==> src/rtl/apb_pkg.sv <==
// Shared APB bridge types and defaults: bus widths, default peripheral map and FSM state encoding.
// No logic; imported by the decoder and the bridge.
package apb_pkg;

  localparam int APB_ADDR_W = 32;
  localparam int APB_DATA_W = 32;

  localparam int                    APB_NUM_SLAVES  = 4;
  localparam logic [APB_ADDR_W-1:0] APB_BASE_ADDR   = 32'h1000_0000;
  localparam int                    APB_REGION_BITS = 12;

  typedef enum logic [1:0] {
    IDLE   = 2'd0,
    SETUP  = 2'd1,
    ACCESS = 2'd2,
    ERR    = 2'd3
  } apb_state_e;

endpackage

==> src/rtl/apb_addr_decoder.sv <==
// Peripheral window decoder: byte address -> hit flag, one-hot slave select, in-region offset.
// Purely combinational (0 cycles); no flow control.
module apb_addr_decoder
  import apb_pkg::*;
#(
  parameter int                    NUM_SLAVES  = APB_NUM_SLAVES,
  parameter logic [APB_ADDR_W-1:0] BASE_ADDR   = APB_BASE_ADDR,
  parameter int                    REGION_BITS = APB_REGION_BITS
) (
  input  logic [APB_ADDR_W-1:0] i_addr,
  output logic                  o_hit,
  output logic [NUM_SLAVES-1:0] o_sel,
  output logic [APB_ADDR_W-1:0] o_offset
);

  logic [2:0] w_idx;
  logic       w_tag_hit;

  assign w_idx     = i_addr[REGION_BITS+2:REGION_BITS];
  assign w_tag_hit = (i_addr[APB_ADDR_W-1:REGION_BITS+3] == BASE_ADDR[APB_ADDR_W-1:REGION_BITS+3]);
  // The 3-bit index can name up to 8 regions; only the populated ones count as hits.
  assign o_hit     = w_tag_hit && ({1'b0, w_idx} < 4'(NUM_SLAVES));
  assign o_offset  = {{(APB_ADDR_W-REGION_BITS){1'b0}}, i_addr[REGION_BITS-1:0]};

  always_comb begin
    o_sel = '0;
    for (int i = 0; i < NUM_SLAVES; i++) begin
      o_sel[i] = o_hit && (w_idx == 3'(i));
    end
  end

endmodule

==> src/rtl/apb_master_bridge.sv <==
// APB3 initiator: one request at a time, SETUP/ACCESS, response 3 cycles after accept (+1 per wait, 2 on miss).
// req_ready only in IDLE, rsp has no backpressure; `APB_MASTER_TIMEOUT_EN adds an ACCESS wait limit.
module apb_master_bridge
  import apb_pkg::*;
#(
  parameter int                    NUM_SLAVES     = APB_NUM_SLAVES,
  parameter logic [APB_ADDR_W-1:0] BASE_ADDR      = APB_BASE_ADDR,
  parameter int                    REGION_BITS    = APB_REGION_BITS,
  parameter int                    TIMEOUT_CYCLES = 255
) (
  input  logic                             PCLK,
  input  logic                             PRESET,
  input  logic                             req_valid,
  output logic                             req_ready,
  input  logic                             req_write,
  input  logic [APB_ADDR_W-1:0]            req_addr,
  input  logic [APB_DATA_W-1:0]            req_wdata,
  output logic                             rsp_valid,
  output logic [APB_DATA_W-1:0]            rsp_rdata,
  output logic                             rsp_err,
  output logic [APB_ADDR_W-1:0]            PADDR,
  output logic                             PWRITE,
  output logic                             PENABLE,
  output logic [APB_DATA_W-1:0]            PWDATA,
  output logic [NUM_SLAVES-1:0]            PSEL,
  input  logic [NUM_SLAVES*APB_DATA_W-1:0] PRDATA,
  input  logic [NUM_SLAVES-1:0]            PREADY
);

  if (NUM_SLAVES < 1 || NUM_SLAVES > 8 || TIMEOUT_CYCLES < 1) begin : g_param_check
    $error("apb_master_bridge: NUM_SLAVES must be 1..8 and TIMEOUT_CYCLES >= 1");
  end

  apb_state_e            r_state;
  logic [NUM_SLAVES-1:0] r_psel;
  logic                  r_penable;
  logic                  r_pwrite;
  logic [APB_ADDR_W-1:0] r_paddr;
  logic [APB_DATA_W-1:0] r_pwdata;
  logic                  r_rsp_valid;
  logic                  r_rsp_err;
  logic [APB_DATA_W-1:0] r_rsp_rdata;

  logic                  w_hit;
  logic [NUM_SLAVES-1:0] w_sel;
  logic [APB_ADDR_W-1:0] w_offset;
  logic                  w_pready;
  logic [APB_DATA_W-1:0] w_prdata;

`ifdef APB_MASTER_TIMEOUT_EN
  localparam int CNT_W = ($clog2(TIMEOUT_CYCLES + 1) > 8) ? $clog2(TIMEOUT_CYCLES + 1) : 8;
  localparam logic [CNT_W-1:0] CNT_LAST = CNT_W'(TIMEOUT_CYCLES - 1);
  logic [CNT_W-1:0] r_wait_cnt;
`endif

  apb_addr_decoder #(
    .NUM_SLAVES  (NUM_SLAVES),
    .BASE_ADDR   (BASE_ADDR),
    .REGION_BITS (REGION_BITS)
  ) u_dec (
    .i_addr   (req_addr),
    .o_hit    (w_hit),
    .o_sel    (w_sel),
    .o_offset (w_offset)
  );

  // r_psel doubles as the latched slave index, so ready/data steering needs no decode.
  assign w_pready = |(PREADY & r_psel);

  always_comb begin
    w_prdata = '0;
    for (int i = 0; i < NUM_SLAVES; i++) begin
      if (r_psel[i]) w_prdata = w_prdata | PRDATA[APB_DATA_W*i +: APB_DATA_W];
    end
  end

  always_ff @(posedge PCLK) begin
    if (PRESET) begin
      r_state     <= IDLE;
      r_psel      <= '0;
      r_penable   <= 1'b0;
      r_pwrite    <= 1'b0;
      r_paddr     <= '0;
      r_pwdata    <= '0;
      r_rsp_valid <= 1'b0;
      r_rsp_err   <= 1'b0;
      r_rsp_rdata <= '0;
`ifdef APB_MASTER_TIMEOUT_EN
      r_wait_cnt  <= '0;
`endif
    end else begin
      r_rsp_valid <= 1'b0;
      r_rsp_err   <= 1'b0;
      case (r_state)
        IDLE: begin
          if (req_valid) begin
            r_pwrite <= req_write;
            r_paddr  <= w_offset;
            r_pwdata <= req_wdata;
            r_psel   <= w_sel;
            r_state  <= w_hit ? SETUP : ERR;
          end
        end
        SETUP: begin
          r_penable <= 1'b1;
          r_state   <= ACCESS;
`ifdef APB_MASTER_TIMEOUT_EN
          r_wait_cnt <= '0;
`endif
        end
        ACCESS: begin
          // A ready slave takes priority over the wait limit in the same cycle.
          if (w_pready) begin
            r_rsp_rdata <= r_pwrite ? '0 : w_prdata;
            r_rsp_valid <= 1'b1;
            r_psel      <= '0;
            r_penable   <= 1'b0;
            r_state     <= IDLE;
          end
`ifdef APB_MASTER_TIMEOUT_EN
          else if (r_wait_cnt == CNT_LAST) begin
            r_psel    <= '0;
            r_penable <= 1'b0;
            r_state   <= ERR;
          end else begin
            r_wait_cnt <= r_wait_cnt + 1'b1;
          end
`endif
        end
        ERR: begin
          r_rsp_valid <= 1'b1;
          r_rsp_err   <= 1'b1;
          r_rsp_rdata <= '0;
          r_state     <= IDLE;
        end
        default: r_state <= IDLE;
      endcase
    end
  end

  assign req_ready = (r_state == IDLE) && !PRESET;
  assign rsp_valid = r_rsp_valid;
  assign rsp_err   = r_rsp_err;
  assign rsp_rdata = r_rsp_rdata;
  assign PSEL      = r_psel;
  assign PENABLE   = r_penable;
  assign PWRITE    = r_pwrite;
  assign PADDR     = r_paddr;
  assign PWDATA    = r_pwdata;

endmodule
==> config.mk <==
export PLATFORM = sky130hd
export DESIGN_NAME = apb_master_bridge
export DESIGN_NICKNAME = d
export VERILOG_FILES = /design/src/rtl/apb_pkg.sv /design/src/rtl/apb_addr_decoder.sv /design/src/rtl/apb_master_bridge.sv
export SDC_FILE = /design/constraint.sdc
export NUM_CORES = 1
export LEC_CHECK = 0
export CORE_AREA = 2 2 119 121
export CTS_CLUSTER_SIZE = 12
export DETAILED_ROUTE_END_ITERATION = 8
export DIE_AREA = 0 0 121 123
export PLACE_DENSITY = 0.78
export SYNTH_ARGS = -nofsm -noshare
export SYNTH_HDL_FRONTEND = slang
export SYNTH_SLANG_ARGS = --single-unit
export TNS_END_PERCENT = 1
==> constraint.sdc <==
create_clock -name PCLK -period 2.35 [get_ports PCLK]
set_input_delay 0.47 -clock PCLK [delete_from_list [all_inputs] [get_ports PCLK]]
set_output_delay 0.47 -clock PCLK [all_outputs]
set_load 0.05 [all_outputs]
# Yosys cells after proc, flatten, opt, wreduce, memory -nomap -nowiden
# Index checks and enable logic that the tools add are counted.
classes:
  order_cmp: 1
  n_eq_ne: 9
  n_mux: 19
  bitwise_logic: 4
  reduce_logical: 18
op_table:
  columns: ["cell", "count"]
  rows:
  - ["32-bit two-way mux", 6]
  - ["32-bit bitwise OR", 3]
  - ["32-bit one-hot mux with 2 select lines", 1]
  - ["17-bit by 14-bit equality test with 1-bit output (second input constant)", 1]
  - ["4-bit two-way mux", 2]
  - ["2-bit one-hot mux with 4 select lines", 1]
  - ["4-bit one-hot mux with 2 select lines", 1]
  - ["2-bit AND reduction", 4]
  - ["3-bit by 2-bit equality test with 1-bit output (second input constant)", 2]
  - ["1-bit logical AND", 6]
  - ["2-bit two-way mux", 3]
  - ["2-bit nonzero test", 3]
  - ["4-bit bitwise AND", 1]
  - ["2-bit equality test (second input constant)", 2]
  - ["2-bit != test (second input constant)", 2]
  - ["1-bit one-hot mux with 2 select lines", 2]
  - ["4-bit OR reduction", 1]
  - ["3-bit by 1-bit equality test with 1-bit output (second input constant)", 1]
  - ["3-bit zero test", 1]
  - ["3-bit < comparator (second input constant)", 1]
  - ["1-bit two-way mux", 3]
  - ["3-bit AND reduction", 1]
  - ["2-bit by 1-bit equality test with 1-bit output (second input constant)", 1]
  - ["2-bit zero test", 1]
  - ["1-bit zero test", 1]
word_totals:
  regBits: 86
  inputBits: 200
  elab_cells: 60

# Logic depth before layout (Yosys ltp)
depth:
  word_depth: 10
  ltp_mapped: 7
  depth_no_buf: 4

# Cells and area by module
# Synthesis repeated with hierarchy kept, for this count alone.
hier_totals:
  cells_unflattened: 589
  hier_area_um2: 4927.2
by_module_without_submodules:
  columns: ["mod", "instances", "cells_per_inst", "area_each_um2", "seq_area_each_um2"]
  rows:
  - ["apb_master_bridge", 1, 542, 4581.9, 2122.0]
  - ["apb_addr_decoder", 1, 47, 345.3, 0.0]

# Least setup slack after synthesis
# Ideal clock, no wire load.
synth_timing:
  path_type: "input to output"
  start: "in PRESET"
  end: "out req_ready"
  arrival_ps: 1708
  t_required_ps: 1880
  path_slack_ps: 172
  stages: 2
  path_cell_list: "clkbuf_1 nor3_1"
synth_between:
  elab_chain_len: 2
synth_lines:
  columns: ["element", "line", "source"]
  rows:
  - ["start, declared", "apb_master_bridge.sv:12", "input logic PRESET,"]
  - ["1-bit zero test", "apb_master_bridge.sv:141", "assign req_ready = (r_state == IDLE) && !PRESET;"]
  - ["1-bit logical AND", "apb_master_bridge.sv:141", null]
  - ["end, declared", "apb_master_bridge.sv:14", "output logic req_ready,"]
# No other way between the ends.

# Final worst setup path
layout_timing:
  start: "reg r_pwrite (netlist: PWRITE)"
  end: "out PWRITE"
layout_lines:
  columns: ["element", "line", "source"]
  rows:
  - ["start, declared", "apb_master_bridge.sv:37", "logic r_pwrite;"]
  - ["start signal, assigned", "apb_master_bridge.sv:97", "r_pwrite <= req_write;"]
  - ["end, declared", "apb_master_bridge.sv:22", "output logic PWRITE,"]
# No word-level cell between the ends.

==> impl_metrics.toml <==
[timing]
final-hold-violation-count = 0
layout_min_cycle_time_ps = 2130
holdWs_ps = 452
worst_pin_slew_ps = 581
setup-violations-final = 0
timing.final.crit_share_pct = 90.7
setup_repair_after_global_routing_missed_its_margin = "false"
finalSetupTns_ps = 0
max_slew_margin_pct = 61.2
fmax_mhz = 469
finalClockSkew_ps = 7.81
max_slew_vio_count = 0

[worst_setup_path]
critical_path_endpoint_category = "primary output"
worstPathRequired_ps = 1880
cp_data_arrival_time_ps = 1660
crit_chain = "clkdlybuf4s50_1"
critical_path.startpoint_type = "flop"
crit_slowest_cell = "sky130_fd_sc_hd__clkdlybuf4s50_1"
critPathBufInv = 1
worstPathMaxFanout = 3
cp_top_family = "buffers and inverters"
timing_worst_setup_path_type = "reg2out"
worst_path_largest_cell_delay_ps = 870

[finish]
final_layout_size_suffix_gt1_share_pct = 13.5
filler_cell_count = 1263
layout.cell_area.non_filler_um2 = 7390
final_core_util_pct = 54.3
layout.nets = 953
area_growth_syn_to_layout_pct = 77.4
antennaDiodeCount = 0

[clocking]
cts-root-to-sink-buffers = 2
clk_latency_ps = 330
cts_setup_buffers = 0
cts.sinks = 86
post_cts_resized = 0
clockRootBuffer = "sky130_fd_sc_hd__clkbuf_16"
cts_tree = "built"
cts_hold_buf = 0
tritoncts_buffer_count = 9
ctsHtreeMaxLevel = 3
clkSlewWorstSetupHoldPaths_ps = 70

[die]
core_region_area_um2 = 13600
die_span_y_um = 123
dieArea_um2 = 14900
io_pins = 305
floorplan.die.width_um = 121
initial_core_util_pct = 30.6
fp-row-count = 43

[grt]
grt_max_degree = 47
first_global_vias = 4388
initial_antenna_violation_count = 0
overall_fraction_of_global_route_tracks_in_use_pct = 19.1
total_gr_overflow = 0
first_pass_grt_wire_length_mm = 22.2

[synth]
postSynthAreaPerCell_um2 = 8.52
synth_async_sr_flop_share_pct = 0
yosys_top_cell_area_share_pct = 41.3
ys_dominant_reg_cell = "sky130_fd_sc_hd__dfxtp_1"
syn-cell-area_um2 = 4170
distinct_cell_type_count_of_the_synthesized_netlist = 28
yosys_register_bits = 86
postSynthCellCount = 489
synth.most_common_cell = "sky130_fd_sc_hd__nand2_1"
ys_seq_area_share_pct = 41.3
yosysTopAreaCell = "sky130_fd_sc_hd__dfxtp_1"
edff_count_synth = 0
synthesis.yosys.warnings = 0
netlist_top_cells_count = "sky130_fd_sc_hd__nand2_1, sky130_fd_sc_hd__dfxtp_1, sky130_fd_sc_hd__a22oi_1"
synthTopCellsByArea = "sky130_fd_sc_hd__dfxtp_1, sky130_fd_sc_hd__a22oi_1, sky130_fd_sc_hd__nand2_1, sky130_fd_sc_hd__a22oi_2, sky130_fd_sc_hd__a21oi_1"

[placement]
dp_hpwl_mm = 11.3
numPortBuffers = 284
place_area_um2 = 7100
globalplace.congestion = 0.719

[routing]
ant_nets = 0
drtPass1Iterations = 4
drt-vias-per-instance = 4.77
detailroute.via_count = 4470
post-route-drc-count = 0
detailedRoute.firstIterationViolations = 141
finalWirelength_mm = 14.9
routedWlPerCell_um = 15.9

[power_and_ir_drop]
leakagePower_uw = 0.00267
power.internal_uw = 2680
net-switching-power_uw = 1090
vdd_ir_drop_max_mv = 0.340
p_per_area_nw_per_um2 = 510
power_frac_clock_pct = 36.3
seqPwrFrac_pct = 40.9
swShare_pct = 28.8
comb_power_share_pct = 22.8
total_power_consumption_uw = 3770

[min_path]
hold_path.class = "reg2reg"

[flow_run]
maximum_capacitance_violations = 0

[run_status]
status = "finished clean"
==> cells in the final DEF, fill, tap and decap left out, types with 3 or more instances in the layout <==
cell type / count
sky130_fd_sc_hd__buf_12: 8
sky130_fd_sc_hd__conb_1: 20
sky130_fd_sc_hd__nor4_1: 5
sky130_fd_sc_hd__o21ai_1: 4
sky130_fd_sc_hd__clkdlybuf4s50_1: 278
sky130_fd_sc_hd__a22oi_2: 32
sky130_fd_sc_hd__a21oi_1: 46
sky130_fd_sc_hd__a22oi_1: 66
sky130_fd_sc_hd__dfxtp_1: 86
sky130_fd_sc_hd__nor2_2: 30
sky130_fd_sc_hd__nand3_1: 5
sky130_fd_sc_hd__buf_4: 11
sky130_fd_sc_hd__nor2_1: 7
sky130_fd_sc_hd__nor3_1: 3
sky130_fd_sc_hd__clkbuf_16: 9
sky130_fd_sc_hd__nand2_1: 126
sky130_fd_sc_hd__clkinvlp_4: 3
==> final cells by class <==
cell class                 instances  area (um^2)  share of cell area [%]
sequential                        86         1720                    23.3
inverter                           2         7.51                   0.102
timing repair buffer             297         3030                    40.9
multi-input combinational        357         2120                    28.8
clock inverter                     6         45.0                   0.610
tap                              180          225                    3.05
clock buffer                      10          239                    3.23
==> sequential cells by signal (all words and copies together), names as in the netlist <==
name,cells
PSEL,4
r_state,2
PENABLE,1
rsp_valid,1
PWDATA,32
rsp_err,1
rsp_rdata,32
PADDR,12
PWRITE,1
==> layer usage <==
layer | wire, um | up-vias | track usage, %
li1 | - | 2206 | -
met1 | 5340 | 2046 | 19.1
met2 | 7580 | 202 | 35.6
met3 | 1790 | 16 | 8.07
met4 | 209 | 0 | 6.25
met5 | 0 | - | 0
==> cells by family after synthesis <==
group,Yosys count,synth area share (%)
compound gates,154,29.6
buf+inv,65,9.49
flops,86,41.3
other cells,1,0.0900
simple gates,183,19.5
==> worst paths after layout <==
kind         startpoint            end  slack, ps  depth (start not counted)
max reg2reg     PSEL[3]  rsp_rdata[13]        690                          6
min           PADDR[10]      PADDR[10]        450                          2
max              PWRITE         PWRITE        220                          1
min reg2reg   PADDR[10]      PADDR[10]        450                          2
==> tightest hold or removal path, stage by stage, from the launching register on <==
cell and delay, ps:
sky130_fd_sc_hd__dfxtp_1 310, sky130_fd_sc_hd__nand2_1 50, sky130_fd_sc_hd__a21oi_1 50
==> power groups by stage <==
stage	Clock (uW)	Sequential (uW)	Combinational, uW
after global placement	0	1570	858
after detailed placement	0	1580	863
final	1370	1540	858
after floorplan	0	1730	248
after CTS	1410	1540	866
after global routing	1470	1550	912
==> metrics by stage <==
step	instances	setup slack, ps
after floorplan	508	172
after global placement	922	258
after detailed placement	922	224
after CTS	938	173
after global routing	938	155
final	938	219
Power figures use the tool's default switching activity.
